## src/rtl/traffic_phase_sequencer.sv

```systemverilog
// N-approach traffic signal sequencer: demand-driven round-robin greens with bounded
// extensions and emergency preemption. Lamp outputs are decoded from registered state only.
module traffic_phase_sequencer #(
  parameter int unsigned NUM_DIR     = 4,
  parameter int unsigned TW          = 5,
  parameter int unsigned GREEN_TIME  = 9,
  parameter int unsigned EXT_TIME    = 9,
  parameter int unsigned MAX_EXT     = 1,
  parameter int unsigned YELLOW_TIME = 2,
  parameter int unsigned ALLRED_TIME = 2
) (
  input  logic                       clk,
  input  logic                       rst,
  input  logic [NUM_DIR-1:0]         demand,
  input  logic [NUM_DIR-1:0]         ext_req,
  input  logic [NUM_DIR-1:0]         emg_req,
  output logic [2*NUM_DIR-1:0]       lights,
  output logic [$clog2(NUM_DIR)-1:0] green_dir,
  output logic [1:0]                 phase,
  output logic                       emg_active,
  output logic                       idle
);

  localparam int unsigned DW = $clog2(NUM_DIR);
  localparam int unsigned EW = (MAX_EXT > 0) ? $clog2(MAX_EXT + 1) : 1;

  localparam logic [TW-1:0] GreenLoad  = TW'(GREEN_TIME - 1);
  localparam logic [TW-1:0] ExtLoad    = TW'(EXT_TIME - 1);
  localparam logic [TW-1:0] YellowLoad = TW'(YELLOW_TIME - 1);
  localparam logic [TW-1:0] AllRedLoad = TW'(ALLRED_TIME - 1);

  typedef enum logic [1:0] {
    StAllRed = 2'b00,
    StGreen  = 2'b01,
    StYellow = 2'b10
  } state_e;

  state_e          state_q, state_d;
  logic [DW-1:0]   dir_q, dir_d;
  logic [DW-1:0]   last_dir_q, last_dir_d;
  logic [TW-1:0]   timer_q, timer_d;
  logic [EW-1:0]   ext_cnt_q, ext_cnt_d;

  logic            emg_any;
  logic [DW-1:0]   emg_dir;
  logic            rr_hit;
  logic [DW-1:0]   rr_dir;
  logic [DW-1:0]   rr_cand [NUM_DIR];
  logic            timer_zero;

  assign emg_any    = |emg_req;
  assign timer_zero = (timer_q == '0);

  // Lowest-index emergency request wins.
  always_comb begin
    emg_dir = '0;
    for (int i = NUM_DIR - 1; i >= 0; i--) begin
      if (emg_req[i]) emg_dir = DW'(i);
    end
  end

  // Candidate order for the round-robin search: last_dir+1, last_dir+2, ... wrapping.
  always_comb begin
    for (int k = 0; k < NUM_DIR; k++) begin
      rr_cand[k] = DW'((32'(last_dir_q) + 32'(k) + 32'd1) % NUM_DIR);
    end
  end

  always_comb begin
    rr_hit = 1'b0;
    rr_dir = '0;
    for (int k = 0; k < NUM_DIR; k++) begin
      if (!rr_hit && demand[rr_cand[k]]) begin
        rr_hit = 1'b1;
        rr_dir = rr_cand[k];
      end
    end
  end

  always_comb begin
    state_d    = state_q;
    dir_d      = dir_q;
    last_dir_d = last_dir_q;
    timer_d    = timer_q;
    ext_cnt_d  = ext_cnt_q;
    unique case (state_q)
      StAllRed: begin
        if (!timer_zero) begin
          timer_d = timer_q - TW'(1);
        end else if (emg_any || rr_hit) begin
          state_d    = StGreen;
          dir_d      = emg_any ? emg_dir : rr_dir;
          last_dir_d = emg_any ? emg_dir : rr_dir;
          timer_d    = GreenLoad;
          ext_cnt_d  = '0;
        end
      end
      StGreen: begin
        if (emg_req[dir_q]) begin
          // Preempting approach already has green: freeze until released.
          timer_d = timer_q;
        end else if (emg_any) begin
          state_d = StYellow;
          timer_d = YellowLoad;
        end else if (!timer_zero) begin
          timer_d = timer_q - TW'(1);
        end else if (ext_req[dir_q] && (32'(ext_cnt_q) < MAX_EXT)) begin
          timer_d   = ExtLoad;
          ext_cnt_d = ext_cnt_q + EW'(1);
        end else begin
          state_d = StYellow;
          timer_d = YellowLoad;
        end
      end
      StYellow: begin
        if (!timer_zero) begin
          timer_d = timer_q - TW'(1);
        end else begin
          state_d = StAllRed;
          timer_d = AllRedLoad;
        end
      end
      default: begin
        state_d = StAllRed;
        timer_d = AllRedLoad;
      end
    endcase
  end

  always_ff @(posedge clk or posedge rst) begin
    if (rst) begin
      state_q    <= StAllRed;
      dir_q      <= '0;
      last_dir_q <= DW'(NUM_DIR - 1);
      timer_q    <= AllRedLoad;
      ext_cnt_q  <= '0;
    end else begin
      state_q    <= state_d;
      dir_q      <= dir_d;
      last_dir_q <= last_dir_d;
      timer_q    <= timer_d;
      ext_cnt_q  <= ext_cnt_d;
    end
  end

  always_comb begin
    lights = '0;
    for (int i = 0; i < NUM_DIR; i++) begin
      if (dir_q == DW'(i)) begin
        if (state_q == StGreen)  lights[2*i +: 2] = 2'b10;
        if (state_q == StYellow) lights[2*i +: 2] = 2'b01;
      end
    end
  end

  assign green_dir  = dir_q;
  assign phase      = state_q;
  assign emg_active = emg_any;
  assign idle       = (state_q == StAllRed) && timer_zero && !(|demand) && !emg_any;

endmodule

```

## config.mk

```make
export PLATFORM = sky130hd
export DESIGN_NAME = traffic_phase_sequencer
export DESIGN_NICKNAME = d
export VERILOG_FILES = /design/src/rtl/traffic_phase_sequencer.sv
export SDC_FILE = /design/constraint.sdc
export NUM_CORES = 1
export LEC_CHECK = 0
export CAP_MARGIN = 20
export CORE_MARGIN = 2
export CORE_UTILIZATION = 60
export CTS_CLUSTER_SIZE = 16
export DETAILED_ROUTE_END_ITERATION = 16
export DONT_BUFFER_PORTS = 1
export GPL_TIMING_DRIVEN = 0
export PLACE_DENSITY_LB_ADDON = 0.05
export SKIP_CTS_REPAIR_TIMING = 1
export SYNTH_ARGS = -nofsm -noshare
export SYNTH_HDL_FRONTEND = slang
export SYNTH_SLANG_ARGS = --single-unit
export TNS_END_PERCENT = 100
```

## constraint.sdc

```tcl
create_clock -name clk -period 2.9 [get_ports clk]
set_input_delay 0.145 -clock clk [delete_from_list [all_inputs] [get_ports clk]]
set_output_delay 0.145 -clock clk [all_outputs]
set_load 0.05 [all_outputs]
```

==> impl_metrics.json, run 1 <==
{
  "status": "finished, final reports clean",
  "clk_path_buf_depth": 2,
  "synth_flop_cell": "dfrtp_1",
  "nets": 151,
  "syn_area_mm2": 0.001056,
  "drc": 0,
  "layout_commonest_cell": "nor2_1",
  "rows": 15,
  "clk_pin_slew_ns": 0.08,
  "drv_slew": 0,
  "synthArstFlopShare": 1.000,
  "synth.largest_area_cell": "dfrtp_1",
  "yosys.area.top_type_share": 0.2133,
  "ios": 28,
  "hold_viol": 0,
  "required_ns": 2.76,
  "cap_violations": 0,
  "area_growth_pct": 7.820,
  "min_period_ns": 2.755,
  "crit_path_end_kind": "primary output",
  "start_util": 0.6252,
  "yosys-top-cells-area": "dfrtp_1 21%, dfstp_2 7.5%, nor2_1 6.8%",
  "yosysSeqAreaShare": 0.2879,
  "synth_xor_area_frac": 0,
  "synth-seq-cells": 12,
  "htree_levels": 1,
  "dr.pass1.iters": 4,
  "timing.hold.ws_ns": 0.06692,
  "synth-edff-count": 0,
  "crit_chain": "inv_1 -> ha_1 -> or4b_1 -> buf_2 -> or3_4 -> a2111oi_4",
  "synth_top_family_by_area": "simple AND/OR/NAND/NOR gates",
  "synth_compound_area_frac": 0.2559,
  "yosysUniqueCellTypes": 45,
  "place_congestion": 0.8293,
  "clock_latency_ns": 0.28,
  "drt_iter0_markers": 13,
  "grt_max_degree": 13,
  "synth_adder_area_share": 0.01185,
  "cts-root-buf": "clkbuf_4",
  "synth-simple-area-share": 0.2986,
  "hpwlAfterDp_um": 1699,
  "antenna_found_initial": 0,
  "cts.sinks": 12,
  "grt_pass1_vias": 844,
  "critPathLaunchType": "register",
  "die-area_mm2": 0.002111,
  "final_cell_mix": "19 x nor2_1, 9 x dfrtp_1, 8 x inv_1, 8 x o21ai_0, 8 x nand2b_1",
  "tns_ns": 0,
  "p_per_area_mw_per_mm2": 952.6,
  "vias_per_cell": 6.329,
  "post-route-period-util": 0.9498,
  "core_area_mm2": 0.001689,
  "antenna_cells": 0,
  "max_slew_margin": 0.4110,
  "syn_inst": 128,
  "cts_tree": "built",
  "num_vias": 962,
  "wirelength_um": 2216,
  "max-vdd-ir-drop_uv": 456.4,
  "die_w_um": 45.95,
  "gr-total-overflow": 0,
  "grt_pass1_wl_um": 3705,
  "wl_per_cell_um": 14.58,
  "worstPathArrival_ns": 2.61,
  "drive_above_1_share": 0.1481,
  "fin_skew_ns": 0.002377,
  "finalWorstSetupSlack_ns": 0.1455,
  "cp_max_fo": 6,
  "ys_warn_count": 0,
  "critPathMaxStageDelay_ns": 0.68,
  "cts_buffers": 3,
  "ant_nets": 0,
  "grt_use_total": 0.2470,
  "die_h_um": 45.95,
  "setup_viol_count_final": 0,
  "path_class": "register to primary output",
  "cp_slowest_cell": "a2111oi_4",
  "fmax_mhz": 363.0,
  "min_path_type": "input pin to register",
  "grt_setup_unrepaired": "no",
  "synth_fp_nets": 143,
  "worst_slew_pin_slew_ns": 0.8803,
  "synthMuxAreaShare": 0.08531,
  "synth_area_per_cell_um2": 8.250,
  "p_leak_uw": 0.0004619,
  "pre_cts_ws_ns": 0.2700,
  "port-buffer-count": 0
}
## per-layer routing
layer	vias up	global-route usage	routed length, um
met2	31	0.3694	980
met4	0	0.1029	41
li1	483	-	-
met5	-	0	0
met1	443	0.3423	1083
met3	5	0.05159	111
## worst max-delay path, delay by kind of cell (launching register included)
kind / cells / cell delay [ns]
flops: 1 / 0.40
compound gates: 1 / 0.68
fa+ha+maj: 1 / 0.22
simple gates: 2 / 0.81
buf+inv: 2 / 0.22
## metrics by stage
step	instances	total power (uW)	area (um^2)	util
after floorplan	128	849.7	1056	-
after global placement	145	924.8	1077	0.6378
after detailed placement	147	950.8	1092	0.6467
after CTS	151	1088	1129	0.6681
after global routing	152	1181	1139	0.6741
final	152	1085	1139	0.6741
## layout make-up
class	instances	area, um^2
sequential	12	304.0
clock buffer	4	36.28
inverter	8	30.03
multi-input combinational	100	688.2
timing repair buffer	3	25.02
fill	144	550.5
buffer	8	33.78
tap	17	21.27
## cell usage after synthesis, types with 2 or more instances
| library cell | number |
|---|---|
| nand2_1 | 6 |
| nor3b_1 | 2 |
| a211o_1 | 2 |
| or2_2 | 2 |
| o22ai_1 | 2 |
| inv_1 | 8 |
| dfrtp_1 | 9 |
| clkbuf_1 | 5 |
| nor2b_1 | 4 |
| a21oi_1 | 6 |
| nor2_1 | 19 |
| or4_1 | 2 |
| buf_2 | 3 |
| and2_1 | 2 |
| mux4_2 | 2 |
| nor3_1 | 5 |
| nand2b_1 | 8 |
| o21ai_0 | 8 |
| mux2i_1 | 3 |
| a32o_1 | 2 |
| or3_1 | 2 |
| dfstp_2 | 3 |
## flip-flops by register name, summed over array words and instances, names as in the netlist
name and count:
timer_q 5, green_dir 2, last_dir_q 2, phase 2, ext_cnt_q 1
## report_power, final
part | total [uW] | internal (uW) | switching (uW)
Sequential | 367 | 241 | 126
Combinational | 580 | 254 | 327
Clock | 137 | 76.4 | 60.9
## path summary, 6_finish.rpt
path                             from            end  slack [ns]  cells after the start
setup / recovery           timer_q[1]           idle        0.15                      6
hold / removal             emg_req[0]  last_dir_q[1]        0.07                      3
setup reg to reg           timer_q[1]     timer_q[0]        0.24                      8
hold reg to reg            timer_q[1]     timer_q[1]        0.52                      1
max in group asynchronous         rst  last_dir_q[1]        2.24                      2
min in group asynchronous         rst     timer_q[4]        0.31                      2
## kinds of logic (layout without fill, tap and decap cells)
kind of cell,count (synthesis),count (layout)
and+or+nand+nor,58,58
AOI/OAI and AO/OA,35,35
buffers and inverters,16,23
DFF,12,12
muxes,6,6
adders and majority gates,1,1
Power figures use the tool's default switching activity.
==> run 2, diff against run 1 <==
Settings changed: CORE_UTILIZATION 60 to 25, GPL_TIMING_DRIVEN 0 to unset.
Clock period 2.9 ns to 3.37 ns, I/O delays scaled along.
==> run 2 against run 1 <==
Compared with the run above: non-clock buffer count is 6 lower; clock power rose by 4%; wire length up 31%; utilization down 38 points; total power decreased by 11%; clock-buffer cell count unchanged; flip-flop and latch count is the same; largest cell class unchanged.
==> impl_metrics.json, run 2 (synthesis results as in run 1) <==
{
  "die-area_mm2": 0.004760,
  "worstPathArrival_ns": 2.37,
  "drc": 0,
  "fmax_mhz": 394.0,
  "dr.pass1.iters": 4,
  "clk_pin_slew_ns": 0.06,
  "cts_buffers": 3,
  "num_vias": 982,
  "clk_path_buf_depth": 2,
  "cap_violations": 0,
  "wl_per_cell_um": 16.24,
  "cts_tree": "built",
  "max_slew_margin": 0.4026,
  "area_growth_pct": 10.78,
  "holdPathStages": 3,
  "drive_above_1_share": 0.1395,
  "largest_reg_flops": 5,
  "finalWorstSetupSlack_ns": 0.8317,
  "cts.sinks": 12,
  "nets": 145,
  "final_cell_mix": "19 x nor2_1, 9 x dfrtp_1, 8 x inv_1, 8 x o21ai_0, 8 x nand2b_1",
  "cp_max_fo": 6,
  "grt_max_degree": 13,
  "critPathLaunchType": "register",
  "crit_path_end_kind": "primary output",
  "timing.hold.ws_ns": 0.1634,
  "setup_viol_count_final": 0,
  "gr-total-overflow": 0,
  "clock_latency_ns": 0.24,
  "start_util": 0.2621,
  "hold_viol": 0,
  "die_w_um": 68.99,
  "antenna_found_initial": 0,
  "ff2ff_path_depth": 8,
  "die_h_um": 68.99,
  "port-buffer-count": 0,
  "max-vdd-ir-drop_uv": 234.6,
  "layout_commonest_cell": "nor2_1",
  "min_period_ns": 2.538,
  "critPathLaunch": "timer_q[1]",
  "final_cell_area_mm2": 0.001170,
  "hold_end": "green_dir[1]",
  "ff2ff_setup_slack_ns": 1.00,
  "post-route-period-util": 0.7532,
  "grt_pass1_wl_um": 4602,
  "wirelength_um": 2907,
  "fin_skew_ns": 0.005457,
  "min_path_type": "input pin to register",
  "r2r-end": "timer_q[0]",
  "required_ns": 3.20,
  "p_per_area_mw_per_mm2": 828.2,
  "rows": 23,
  "vias_per_cell": 5.486,
  "top_register": "timer_q",
  "place_congestion": 0.7906,
  "cts-root-buf": "clkbuf_8",
  "grt_use_total": 0.1354,
  "worstReg2RegStart": "timer_q[1]",
  "grt_pass1_vias": 895,
  "tns_ns": 0,
  "antenna_cells": 0,
  "ant_nets": 0,
  "worst_slew_pin_slew_ns": 0.8928,
  "dpl_cell_area_mm2": 0.001115,
  "drt_iter0_markers": 19,
  "ios": 28,
  "drv_slew": 0,
  "pre_cts_ws_ns": 1.008,
  "p_leak_uw": 0.0004574,
  "grt_setup_unrepaired": "no",
  "status": "finished, final reports clean",
  "hpwlAfterDp_um": 2268,
  "htree_levels": 1,
  "path_class": "register to primary output",
  "core_area_mm2": 0.004029,
  "hold_start": "emg_req[0]"
}
## run 2: stage by stage
stage / total power, uW / cells / utilization
detailed placement: 832.8 / 174 / 0.2767
global placement: 835.2 / 174 / 0.2767
finish: 968.9 / 179 / 0.2904
floorplan: 731.2 / 128 / -
CTS: 980.5 / 178 / 0.2879
global route: 1053 / 179 / 0.2904
## run 2: cell type report
class                      count  area (um^2)
fill                         441         2859
multi-input combinational    100        688.2
sequential                    12        304.0
tap                           50        62.56
clock buffer                   4        45.04
timing repair buffer           5        40.04
inverter                       8        30.03
## run 2: worst max-delay path: stages, from the launching register on
cell       delay (ns)
dfrtp_1          0.39
inv_1            0.06
ha_1             0.22
or4b_1           0.57
or3_4            0.42
a2111oi_4        0.19
buf_4            0.26
## run 2: metal layers
metal	up-vias	global-route usage	wire length, um
met5	-	0	0
met4	0	0.05882	46
met3	6	0.04058	174
met2	25	0.2175	1394
met1	485	0.1672	1293
li1	466	-	-
## run 2: worst max-delay path by stage
stage | endpoint | slack (ns)
2_1_floorplan | timer_q[0] | 0.88
3_3_place_gp | timer_q[0] | 0.97
3_5_place_dp | timer_q[0] | 1.01
4_1_cts | idle | 0.82
5_1_grt | idle | 0.73
6_report | idle | 0.83
## run 2: power breakdown
part	switching, uW	total [uW]	internal (uW)
clock network	58.5	142	83.5
registers	165	375	210
logic	242	452	210
total	466	969	503
